`config.mk`:
```
export PLATFORM = sky130hd
export DESIGN_NAME = act_lut_fifo_flat
export DESIGN_NICKNAME = d
export VERILOG_FILES = /design/src/rtl/act_lut_fifo_if.sv /design/src/rtl/act_lut_fifo.sv /design/src/flat_wrapper.sv
export SDC_FILE = /design/constraint.sdc
export NUM_CORES = 2
export LEC_CHECK = 0
export CORE_MARGIN = 2
export CORE_UTILIZATION = 60
export CTS_CLUSTER_SIZE = 30
export DETAILED_ROUTE_END_ITERATION = 16
export PLACE_DENSITY = 0.83
export SLEW_MARGIN = 5
export SYNTH_ARGS = -nofsm -noshare
export SYNTH_HDL_FRONTEND = slang
export SYNTH_SLANG_ARGS = --single-unit
```
`constraint.sdc`:
```
create_clock -name CLK -period 4.9 [get_ports CLK]
set_clock_uncertainty 0.05 [all_clocks]
set_input_delay 0.98 -clock CLK [delete_from_list [all_inputs] [get_ports CLK]]
set_output_delay 0.98 -clock CLK [all_outputs]
set_load 0.05 [all_outputs]
```
`src/rtl/act_lut_fifo_if.sv`:
```
// act_lut_fifo_if -- bundle of every non-clock signal of act_lut_fifo.
//   PU side    : mode, din, enq -> pu_dout, pu_dout_valid
//   FIFO side  : deq, dout_ack -> dout, dout_valid, full, count, sat_cnt
//   Config bus : ram_din, ram_reg_adr, ram_mem_adr, ram_we (LUT loading)
// Modports: master = driver (PU / consumer / config host), slave = act_lut_fifo.
interface act_lut_fifo_if #(
    parameter int DATA_WIDTH = 8,
    parameter int ACC_WIDTH  = 26,
    parameter int FIFO_AW    = 4,
    parameter int RAMDATA_W  = 21,
    parameter int MEMSEL_W   = 6,
    parameter int REGSEL_W   = 14
);
    logic [2:0]            mode;
    logic [ACC_WIDTH-1:0]  din;
    logic                  enq;
    logic                  deq;
    logic                  dout_ack;
    logic [DATA_WIDTH-1:0] dout;
    logic                  dout_valid;
    logic [DATA_WIDTH-1:0] pu_dout;
    logic                  pu_dout_valid;
    logic                  full;
    logic [FIFO_AW:0]      count;
    logic [15:0]           sat_cnt;
    logic [RAMDATA_W-1:0]  ram_din;
    logic [REGSEL_W-1:0]   ram_reg_adr;
    logic [MEMSEL_W-1:0]   ram_mem_adr;
    logic                  ram_we;

    modport master (
        output mode, din, enq, deq, dout_ack, ram_din, ram_reg_adr, ram_mem_adr, ram_we,
        input  dout, dout_valid, pu_dout, pu_dout_valid, full, count, sat_cnt
    );

    modport slave (
        input  mode, din, enq, deq, dout_ack, ram_din, ram_reg_adr, ram_mem_adr, ram_we,
        output dout, dout_valid, pu_dout, pu_dout_valid, full, count, sat_cnt
    );
endinterface

```
`src/rtl/act_lut_fifo.sv`:
```
// act_lut_fifo -- activation unit: signed accumulator -> LUT (sigmoid etc.) or
// saturating ReLU, 3-stage pipeline. SIG1 results return on pu_dout; SIG2/RELU
// results are queued in a 2^FIFO_AW FIFO and drained via deq/dout_ack.
// Ports:
//   CLK  clock
//   RST  synchronous active-high reset (LUT contents are kept)
//   bus  act_lut_fifo_if.slave -- PU input, FIFO output handshake, config bus
// Optional: define ACT_SAT_CNT_EN to build the saturation counter on sat_cnt;
// otherwise sat_cnt is tied to zero.
module act_lut_fifo #(
    parameter int DATA_WIDTH = 8,
    parameter int ACC_WIDTH  = 26,
    parameter int FRAC_SHIFT = 8,
    parameter int LUT_AW     = 8,
    parameter int FIFO_AW    = 4,
    parameter int RAMDATA_W  = 21,
    parameter int MEMSEL_W   = 6,
    parameter int REGSEL_W   = 14,
    parameter logic [MEMSEL_W-1:0] LUT_RAM_ADR = 6'h02
) (
    input logic CLK,
    input logic RST,
    act_lut_fifo_if.slave bus
);
    typedef enum logic [2:0] {
        MODE_SIG1 = 3'b010,
        MODE_SIG2 = 3'b011,
        MODE_RELU = 3'b100
    } mode_e;

    localparam int LUT_HALF = 1 << (LUT_AW - 1);
    localparam logic signed [ACC_WIDTH-1:0] LUT_LO  = ACC_WIDTH'(-LUT_HALF);
    localparam logic signed [ACC_WIDTH-1:0] LUT_HI  = ACC_WIDTH'(LUT_HALF - 1);
    localparam logic signed [ACC_WIDTH-1:0] RELU_HI = ACC_WIDTH'((1 << DATA_WIDTH) - 1);
    localparam logic [LUT_AW-1:0] IDX_MSB = {1'b1, {(LUT_AW-1){1'b0}}};
    localparam logic [FIFO_AW+1:0] DEPTH  = (FIFO_AW+2)'(1 << FIFO_AW);

    logic [DATA_WIDTH-1:0] lut  [2**LUT_AW];
    logic [DATA_WIDTH-1:0] fmem [2**FIFO_AW];

    // pipeline state
    logic                        v0_pu, v0_fifo, relu0;
    logic signed [ACC_WIDTH-1:0] d0;
    logic                        v1_pu, v1_fifo, relu1_sel;
    logic [LUT_AW-1:0]           idx1;
    logic [DATA_WIDTH-1:0]       relu1;
    logic                        v2_pu, v2_fifo;
    logic [DATA_WIDTH-1:0]       res2;

    // FIFO / output state
    logic [FIFO_AW-1:0]    wptr, rptr;
    logic [FIFO_AW:0]      count_q;
    logic [DATA_WIDTH-1:0] dout_q, pu_dout_q;
    logic                  dout_valid_q, pu_dout_valid_q;

    logic                        acc_pu, acc_fifo, full, load;
    logic [FIFO_AW+1:0]          credit;
    logic signed [ACC_WIDTH-1:0] x;
    logic [LUT_AW-1:0]           idx_n;
    logic [DATA_WIDTH-1:0]       relu_n;

    // Words still in S0..S2 already own a FIFO slot, so full counts them.
    assign credit = (FIFO_AW+2)'(count_q) + (FIFO_AW+2)'(v0_fifo)
                  + (FIFO_AW+2)'(v1_fifo) + (FIFO_AW+2)'(v2_fifo);
    assign full   = credit >= DEPTH;

    assign acc_pu   = bus.enq && (bus.mode == MODE_SIG1);
    assign acc_fifo = bus.enq && !full
                      && ((bus.mode == MODE_SIG2) || (bus.mode == MODE_RELU));
    assign load     = bus.deq && (count_q != '0) && (!dout_valid_q || bus.dout_ack);

    // S1 combinational index/clamp from the S0 capture
    always_comb begin
        x      = d0 >>> FRAC_SHIFT;
        idx_n  = x[LUT_AW-1:0] ^ IDX_MSB;   // offset binary
        if (x < LUT_LO)      idx_n = '0;
        else if (x > LUT_HI) idx_n = '1;
        relu_n = x[DATA_WIDTH-1:0];
        if (x < 0)            relu_n = '0;
        else if (x > RELU_HI) relu_n = '1;
    end

    // datapath registers without reset; validity is carried by the v* flags
    always_ff @(posedge CLK) begin
        d0        <= $signed(bus.din);
        relu0     <= (bus.mode == MODE_RELU);
        idx1      <= idx_n;
        relu1     <= relu_n;
        relu1_sel <= relu0;
        res2      <= relu1_sel ? relu1 : lut[idx1];
        if (v2_fifo) fmem[wptr] <= res2;
    end

    always_ff @(posedge CLK) begin
        if (bus.ram_we && (bus.ram_mem_adr == LUT_RAM_ADR))
            lut[bus.ram_reg_adr[LUT_AW-1:0]] <= bus.ram_din[DATA_WIDTH-1:0];
    end

    always_ff @(posedge CLK) begin
        if (RST) begin
            v0_pu           <= 1'b0;
            v0_fifo         <= 1'b0;
            v1_pu           <= 1'b0;
            v1_fifo         <= 1'b0;
            v2_pu           <= 1'b0;
            v2_fifo         <= 1'b0;
            wptr            <= '0;
            rptr            <= '0;
            count_q         <= '0;
            dout_q          <= '0;
            dout_valid_q    <= 1'b0;
            pu_dout_q       <= '0;
            pu_dout_valid_q <= 1'b0;
        end else begin
            v0_pu   <= acc_pu;
            v0_fifo <= acc_fifo;
            v1_pu   <= v0_pu;
            v1_fifo <= v0_fifo;
            v2_pu   <= v1_pu;
            v2_fifo <= v1_fifo;

            pu_dout_valid_q <= v2_pu;
            if (v2_pu) pu_dout_q <= res2;

            if (v2_fifo) wptr <= wptr + 1'b1;
            if (load) begin
                rptr         <= rptr + 1'b1;
                dout_q       <= fmem[rptr];
                dout_valid_q <= 1'b1;
            end else if (bus.dout_ack) begin
                dout_valid_q <= 1'b0;
            end

            case ({v2_fifo, load})
                2'b10:   count_q <= count_q + 1'b1;
                2'b01:   count_q <= count_q - 1'b1;
                default: count_q <= count_q;
            endcase
        end
    end

`ifdef ACT_SAT_CNT_EN
    logic [15:0] sat_q;
    logic        sat0;

    // saturation judged on the S0 word, counted one edge after acceptance
    assign sat0 = relu0 ? (x > RELU_HI) : ((x < LUT_LO) || (x > LUT_HI));

    always_ff @(posedge CLK) begin
        if (RST)
            sat_q <= '0;
        else if ((v0_pu || v0_fifo) && sat0 && (sat_q != '1))
            sat_q <= sat_q + 1'b1;
    end
    assign bus.sat_cnt = sat_q;
`else
    assign bus.sat_cnt = '0;
`endif

    assign bus.full          = full;
    assign bus.count         = count_q;
    assign bus.dout          = dout_q;
    assign bus.dout_valid    = dout_valid_q;
    assign bus.pu_dout       = pu_dout_q;
    assign bus.pu_dout_valid = pu_dout_valid_q;
endmodule

```
`src/flat_wrapper.sv`:
```
// flat-port wrapper written by rule: the top's interface ports become plain ports
module act_lut_fifo_flat 
#(
    parameter int DATA_WIDTH = 8,
    parameter int ACC_WIDTH  = 26,
    parameter int FRAC_SHIFT = 8,
    parameter int LUT_AW     = 8,
    parameter int FIFO_AW    = 4,
    parameter int RAMDATA_W  = 21,
    parameter int MEMSEL_W   = 6,
    parameter int REGSEL_W   = 14,
    parameter logic [MEMSEL_W-1:0] LUT_RAM_ADR = 6'h02
)
  (CLK, RST, bus_mode, bus_din, bus_enq, bus_deq, bus_dout_ack, bus_ram_din, bus_ram_reg_adr, bus_ram_mem_adr, bus_ram_we, bus_dout, bus_dout_valid, bus_pu_dout, bus_pu_dout_valid, bus_full, bus_count, bus_sat_cnt);
  act_lut_fifo_if #(.DATA_WIDTH(DATA_WIDTH), .ACC_WIDTH(ACC_WIDTH), .FIFO_AW(FIFO_AW), .RAMDATA_W(RAMDATA_W), .MEMSEL_W(MEMSEL_W), .REGSEL_W(REGSEL_W)) bus_i ();
  input logic CLK;
  input logic RST;
  input wire logic [$bits(bus_i.mode)-1:0] bus_mode;
  input wire logic [$bits(bus_i.din)-1:0] bus_din;
  input wire logic [$bits(bus_i.enq)-1:0] bus_enq;
  input wire logic [$bits(bus_i.deq)-1:0] bus_deq;
  input wire logic [$bits(bus_i.dout_ack)-1:0] bus_dout_ack;
  input wire logic [$bits(bus_i.ram_din)-1:0] bus_ram_din;
  input wire logic [$bits(bus_i.ram_reg_adr)-1:0] bus_ram_reg_adr;
  input wire logic [$bits(bus_i.ram_mem_adr)-1:0] bus_ram_mem_adr;
  input wire logic [$bits(bus_i.ram_we)-1:0] bus_ram_we;
  output wire logic [$bits(bus_i.dout)-1:0] bus_dout;
  output wire logic [$bits(bus_i.dout_valid)-1:0] bus_dout_valid;
  output wire logic [$bits(bus_i.pu_dout)-1:0] bus_pu_dout;
  output wire logic [$bits(bus_i.pu_dout_valid)-1:0] bus_pu_dout_valid;
  output wire logic [$bits(bus_i.full)-1:0] bus_full;
  output wire logic [$bits(bus_i.count)-1:0] bus_count;
  output wire logic [$bits(bus_i.sat_cnt)-1:0] bus_sat_cnt;
  assign bus_i.mode = bus_mode;
  assign bus_i.din = bus_din;
  assign bus_i.enq = bus_enq;
  assign bus_i.deq = bus_deq;
  assign bus_i.dout_ack = bus_dout_ack;
  assign bus_i.ram_din = bus_ram_din;
  assign bus_i.ram_reg_adr = bus_ram_reg_adr;
  assign bus_i.ram_mem_adr = bus_ram_mem_adr;
  assign bus_i.ram_we = bus_ram_we;
  assign bus_dout = bus_i.dout;
  assign bus_dout_valid = bus_i.dout_valid;
  assign bus_pu_dout = bus_i.pu_dout;
  assign bus_pu_dout_valid = bus_i.pu_dout_valid;
  assign bus_full = bus_i.full;
  assign bus_count = bus_i.count;
  assign bus_sat_cnt = bus_i.sat_cnt;
  act_lut_fifo #(.DATA_WIDTH(DATA_WIDTH), .ACC_WIDTH(ACC_WIDTH), .FRAC_SHIFT(FRAC_SHIFT), .LUT_AW(LUT_AW), .FIFO_AW(FIFO_AW), .RAMDATA_W(RAMDATA_W), .MEMSEL_W(MEMSEL_W), .REGSEL_W(REGSEL_W), .LUT_RAM_ADR(LUT_RAM_ADR)) u_core (.CLK(CLK), .RST(RST), .bus(bus_i));
endmodule
```
### After elaboration in Yosys (flattened, before gate mapping)

Memories as Yosys holds them, arrays and structs flattened. A register that Yosys moved wholly into a read port is not among the register bits.
Cells that the tools add are included.

* register bits: 73
* RAM bits: 2176
* output and inout port bits: 40
* logic and storage cells: 62
* memories: 2

Memories
* u_core.lut: depth 256, bits a word 8, read ports 1, clocked after memory_dff 1, wr ports 1, RTL line act_lut_fifo.sv:38 `logic [DATA_WIDTH-1:0] lut [2**LUT_AW];`
* u_core.fmem: depth 16, bits a word 8, read ports 1, clocked after memory_dff 1, wr ports 1, RTL line act_lut_fifo.sv:39 `logic [DATA_WIDTH-1:0] fmem [2**FIFO_AW];`

* add/sub/neg operators: 7
* magnitude comparators: 5
* equal/unequal tests: 6
* mux-type cells: 11
* bitwise operators: 1
* reduce and logical (&&, ||, !) cells: 13

Operator list (number)
* $mux W8: 4
* $gt A18 B8 Y1 const B: 1
* $gt A18 B9 Y1 const B: 1
* $lt A18 B1 Y1 const B: 1
* $lt A18 B8 Y1 const B: 1
* $add A6 B1 Y6: 2
* $pmux W5 S2: 1
* $add A4 B1 Y4 const B: 2
* $add A5 B1 Y6: 1
* $eq A3 B2 Y1 const B: 2
* $eq A6 B2 Y1 const B: 1
* $ge A6 B5 Y1 const B: 1
* $logic_and A1 B1 Y1: 6
* $mux W1: 6
* $add A5 B1 Y5 const B: 1
* $reduce_bool A5 Y1: 1
* $sub A5 B1 Y5 const B: 1
* $reduce_bool A2 Y1: 2
* $eq A3 B3 Y1 const B: 1
* $eq A2 B1 Y1 const B: 1
* $eq A2 B2 Y1 const B: 1
* $logic_not A1 Y1: 2
* $logic_or A1 B1 Y1: 2
* $not A1 Y1: 1

### Longest topological paths before layout

* depth in word-level cells: 7
* mapped depth: 17

### Worst setup path before layout

No wires, ideal clock.

* path type: register to register
* start: register u_core.count_q[2], in the netlist u_core.bus.count[2]
* end: register u_core.count_q[4], in the netlist u_core.bus.count[4]
* arrival: 3.244 ns
* required time: 4.722 ns
* setup slack: 1.479 ns
* cell stages (with the launch flop): 18
* buffers on the path: 3
* cell sequence: dfxtp_1 > clkbuf_1 > nor2_1 > nand2_1 > nand2_1 > nand2b_1 > inv_1 > buf_1 > ha_1 > clkbuf_1 > xor2_1 > ha_1 > a21oi_1 > nor3b_1 > o21ai_0 > a21oi_1 > xnor2_1 > nor2_1

* word-level cells in the longest chain between the ends: 5
* elaborated cells on any way between the ends: 9
* classes of those cells: add/sub: 2; eq/ne: 2; mux: 1; reduce/logical: 4

Ends and longest elaborated chain
* start: declaration: RTL line act_lut_fifo.sv:52 `logic [FIFO_AW:0] count_q;`
* start signal: assignment: RTL line act_lut_fifo.sv:135 `2'b10: count_q <= count_q + 1'b1;`
* start signal: assignment: RTL line act_lut_fifo.sv:136 `2'b01: count_q <= count_q - 1'b1;`
* start signal: assignment: RTL line act_lut_fifo.sv:137 `default: count_q <= count_q;`
* $reduce_bool A5 Y1 *: RTL line act_lut_fifo.sv:70 `assign load = bus.deq && (count_q != '0) && (!dout_valid_q || bus.dout_ack);`
* $logic_and A1 B1 Y1 * (2 in series): RTL line act_lut_fifo.sv:70
* named net u_core.load: RTL line act_lut_fifo.sv:56 `logic acc_pu, acc_fifo, full, load;`
* $eq A2 B1 Y1 or $eq A2 B2 Y1 (tied branches): RTL line act_lut_fifo.sv:134 `case ({v2_fifo, load})`
* $pmux W5 S2 or $reduce_bool A2 Y1 (tied branches)

The timed path passes the listed nets; every way through them passes the cells marked *.
A chain may end at the register's enable or synchronous reset.

==> out/qor.txt <==
POWER
-------------------------------------------------------------------------------------
Total Power Consumption                                                       39.4 mW
Cell internal power dissipation                                               30.8 mW
Power density over the cells                                              403 mW/mm^2
Seq pwr share                                                                   54.3%
Logic pwr share                                                                  5.0%
Switch Pwr                                                                    8.55 mW
Switching Fraction                                                              21.7%
Clk network pwr share                                                           40.7%
Leakage power summed over all cells                                           30.6 nW
Max rail drop VDD                                                              323 uV

CELLS AND AREA
-------------------------------------------------------------------------------------
Post-synthesis to final-layout area growth                                      11.7%
Footprint of the multi-input gates                                       0.0189 sq mm
Layout cells sized above 1                                                      19.0%
Post-route cell area                                                     0.0977 sq mm
Layout net count                                                                 4762
Sequential Area                                                          0.0670 sq mm
Non-filler instance count after layout                                           6769
Final Core Density                                                              67.3%
Filler cell count in the final layout                                            8364

CRITICAL PATH
-------------------------------------------------------------------------------------
Critical Path AT                                                              4.97 ns
CP Capture Type                                                              register
Critical path class                                                           reg2reg
Maximum fanout count along the critical path                                       32
CP cell instances                                                        buf_12 > buf_4 > or4_1 > a211oi_1 > a221oi_1 > nand3_1 > o41ai_1 > o32a_1
Required arrival time at the worst endpoint                                   5.61 ns
Slowest cell delay on critical path                                           0.87 ns
Slowest cell on crit path                                                sky130_fd_sc_hd__o41ai_1
Critical Path Source Type                                                    register

HOLD PATH
-------------------------------------------------------------------------------------
Launch instance of the worst min-delay path                              u_core.relu0
Class of the tightest hold or removal check                                   reg2reg

DIE
-------------------------------------------------------------------------------------
Placement row count                                                               140
Core Box Area                                                             0.145 sq mm
Starting utilization of the core area                                           60.2%
Die Height                                                                     386 um
DIE AREA                                                                  0.149 sq mm
Horizontal extent of the die                                                   386 um
Io pins                                                                           116

CTS
-------------------------------------------------------------------------------------
Post-cts hold buffer count                                                          0
H-tree Lvls                                                                         4
Max clock buf depth                                                                 3
Post-CTS setup buffer count                                                         0
TritonCTS clock tree                                                            built
Number of gates resized after cts                                                   0
CTS buffer count                                                                  207
CTS sink count                                                                   2257
Worst-skew pair later-pin latency                                             0.86 ns
Clock root cell                                                          sky130_fd_sc_hd__clkbuf_16
Clk pin slew, worst setup/hold paths                                          0.06 ns

PLACEMENT
-------------------------------------------------------------------------------------
Dpl hpwl                                                                    120000 um
Cell Area, Placed                                                        0.0910 sq mm
Inst Count DP                                                                    6384
Weighted congestion at the end of routability-driven global placement            1.01
IO buf count                                                                       72

GLOBAL ROUTE
-------------------------------------------------------------------------------------
Pin count of the biggest net entering global routing                              170
Vias in the first global route                                                  45771
GRT overflow                                                                        0
Global-route wire length before repair                                      307000 um
Initial antenna violation count                                                    12
GRT Resource Usage Total                                                        28.4%

ROUTING
-------------------------------------------------------------------------------------
M1 wire length                                                               74900 um
Number of routed nets with antenna violations                                       0
Via density per instance                                                         6.79
Detailed-route via count                                                        45954
Final routed wirelength across all metal layers                             211000 um
Top layer used by detailed routing                                               met5
First drt pass iteration count                                                      8
DRC errors left                                                                     0
Count of routing violations after the opening detailed-route iteration           6345
Total met3 wirelength after detailed routing                                 25300 um
Average routed wire per standard cell                                         31.2 um
Metal2 WL                                                                   102000 um

SYNTH
-------------------------------------------------------------------------------------
Yosys Warn Count                                                                    0
Leading cell types by count after synthesis                              2176 x sky130_fd_sc_hd__edfxtp_1, 354 x sky130_fd_sc_hd__mux4_2, 341 x sky130_fd_sc_hd__mux2i_1
Average size of a mapped cell                                              19.7 sq um
Synth unique cells                                                                 67
Fraction of post-synthesis cell area in the top cell type by area               74.7%
Cell types occupying the most area after synthesis                       sky130_fd_sc_hd__edfxtp_1 75%, sky130_fd_sc_hd__mux4_2 9.1%, sky130_fd_sc_hd__mux2i_1 3.9%, sky130_fd_sc_hd__dfxtp_1 1.9%, sky130_fd_sc_hd__nor2_1 1.4%
Share of flip-flops with an asynchronous set or reset                              0%
Area leader, netlist                                                     sky130_fd_sc_hd__edfxtp_1
Share of synthesized area occupied by flip-flops and latches                    76.6%
EDFF count, synth                                                                2176
Number of storage elements in the synthesis netlist                              2257
Number of standard cells after synthesis                                         4446
Most repeated cell in the gate-level netlist after synthesis             sky130_fd_sc_hd__edfxtp_1
Post-Synthesis Cell Area                                                 0.0875 sq mm
Top flip-flop cell by instance count after synthesis                     sky130_fd_sc_hd__edfxtp_1

FLOW RUN
-------------------------------------------------------------------------------------
Max-capacitance violation count                                                     0

TIMING
-------------------------------------------------------------------------------------
Worst slew slack as a fraction of its limit                                     13.1%
Number of endpoints failing setup at the final stage                                0
Post-route minimum period                                                     4.27 ns
Unrepaired setup endpoints after global routing                                 false
Setup TNS                                                                        0 ns
Fmax                                                                          234 MHz
Period Utilization, post-route                                                  87.0%
Final Hold Vio Count                                                                0
Final Max Slew Viols                                                                0
Worst slew pin tran                                                           1.30 ns

OUTCOME
-------------------------------------------------------------------------------------
Status                                                                   finished clean

-- power by group through the flow --
stage	Sequential, mW	Combinational [mW]	Clock, mW
4_1_cts	21.4	1.94	16.1
3_3_place_gp	21.8	1.85	0
3_5_place_dp	21.8	1.90	0
2_1_floorplan	21.7	1.14	0
6_report	21.4	1.97	16.0
5_1_grt	21.4	2.04	16.8
-- kinds of logic (layout without fill, tap and decap cells) --
logic type | count (synthesis) | count (layout) | synth area share [%]
muxes | 740 | 740 | 13.8
and+or+nand+nor | 651 | 651 | 3.48
other | 1 | 19 | 0.00429
buffers and inverters | 297 | 685 | 1.93
AOI/OAI and AO/OA | 480 | 480 | 3.95
adders and majority gates | 10 | 10 | 0.152
DFF | 2257 | 2257 | 76.6
xor gates and xnor gates | 10 | 10 | 0.100
-- worst max-delay path: cells and delay by family, from the launching register on --
| family | cells | cell delay [ns] |
|---|---|---|
| buf+inv | 2 | 0.73 |
| compound gates | 4 | 1.74 |
| simple gates | 2 | 0.78 |
| flops | 1 | 0.82 |
-- worst paths after layout --
| kind | depth (start not counted) | slack, ns | endpoint |
|---|---|---|---|
| hold / removal | 0 | 0.31 | u_core.relu1_sel |
| setup / recovery | 8 | 0.63 | u_core.res2[2] |
| setup reg to reg | 8 | 0.63 | u_core.res2[2] |
| hold reg to reg | 0 | 0.31 | u_core.relu1_sel |
-- cell type report --
| cell class | instances | share of cell area [%] |
|---|---|---|
| Antenna cell | 3 | 0.00768 |
| Clock buffer | 262 | 5.59 |
| Clock inverter | 120 | 1.32 |
| Inverter | 17 | 0.0653 |
| Multi-Input combinational cell | 1907 | 19.4 |
| Sequential cell | 2257 | 68.5 |
| Tap cell | 1917 | 2.45 |
| Timing Repair Buffer | 286 | 2.65 |
-- state kept, by name, summed over array words and instances, names as in the netlist, 5 cells and up, named ones only --
register / count
u_core.bus.count: 5
u_core.bus.dout: 8
u_core.bus.pu_dout: 8
u_core.d0: 18
u_core.fmem: 128
u_core.lut: 2048
u_core.relu1: 8
u_core.res2: 8
-- placed cells by master (no fill, tap or decap), types with 68 or more instances in the layout --
cell,instances
sky130_fd_sc_hd__edfxtp_1,2176
sky130_fd_sc_hd__mux4_2,354
sky130_fd_sc_hd__mux2i_1,341
sky130_fd_sc_hd__nor2_1,336
sky130_fd_sc_hd__clkbuf_16,209
sky130_fd_sc_hd__buf_4,196
sky130_fd_sc_hd__a22oi_1,113
sky130_fd_sc_hd__nand2_1,84
sky130_fd_sc_hd__dfxtp_1,76
sky130_fd_sc_hd__nor2b_1,68
-- stage by stage --
step | setup WS (ns) | hold WS (ns)
2_1_floorplan | 1.48 | 0.260
3_3_place_gp | 0.277 | 0.264
3_5_place_dp | 0.292 | 0.277
4_1_cts | 0.708 | 0.303
5_1_grt | 0.592 | 0.307
6_report | 0.635 | 0.308
-- metal layers --
metal,up-vias,track usage [%]
li1,18626,-
met1,23357,37.8
met5,-,0
met4,18,12.0
met2,3381,45.1
met3,572,7.42
Power figures use the tool's default switching activity.
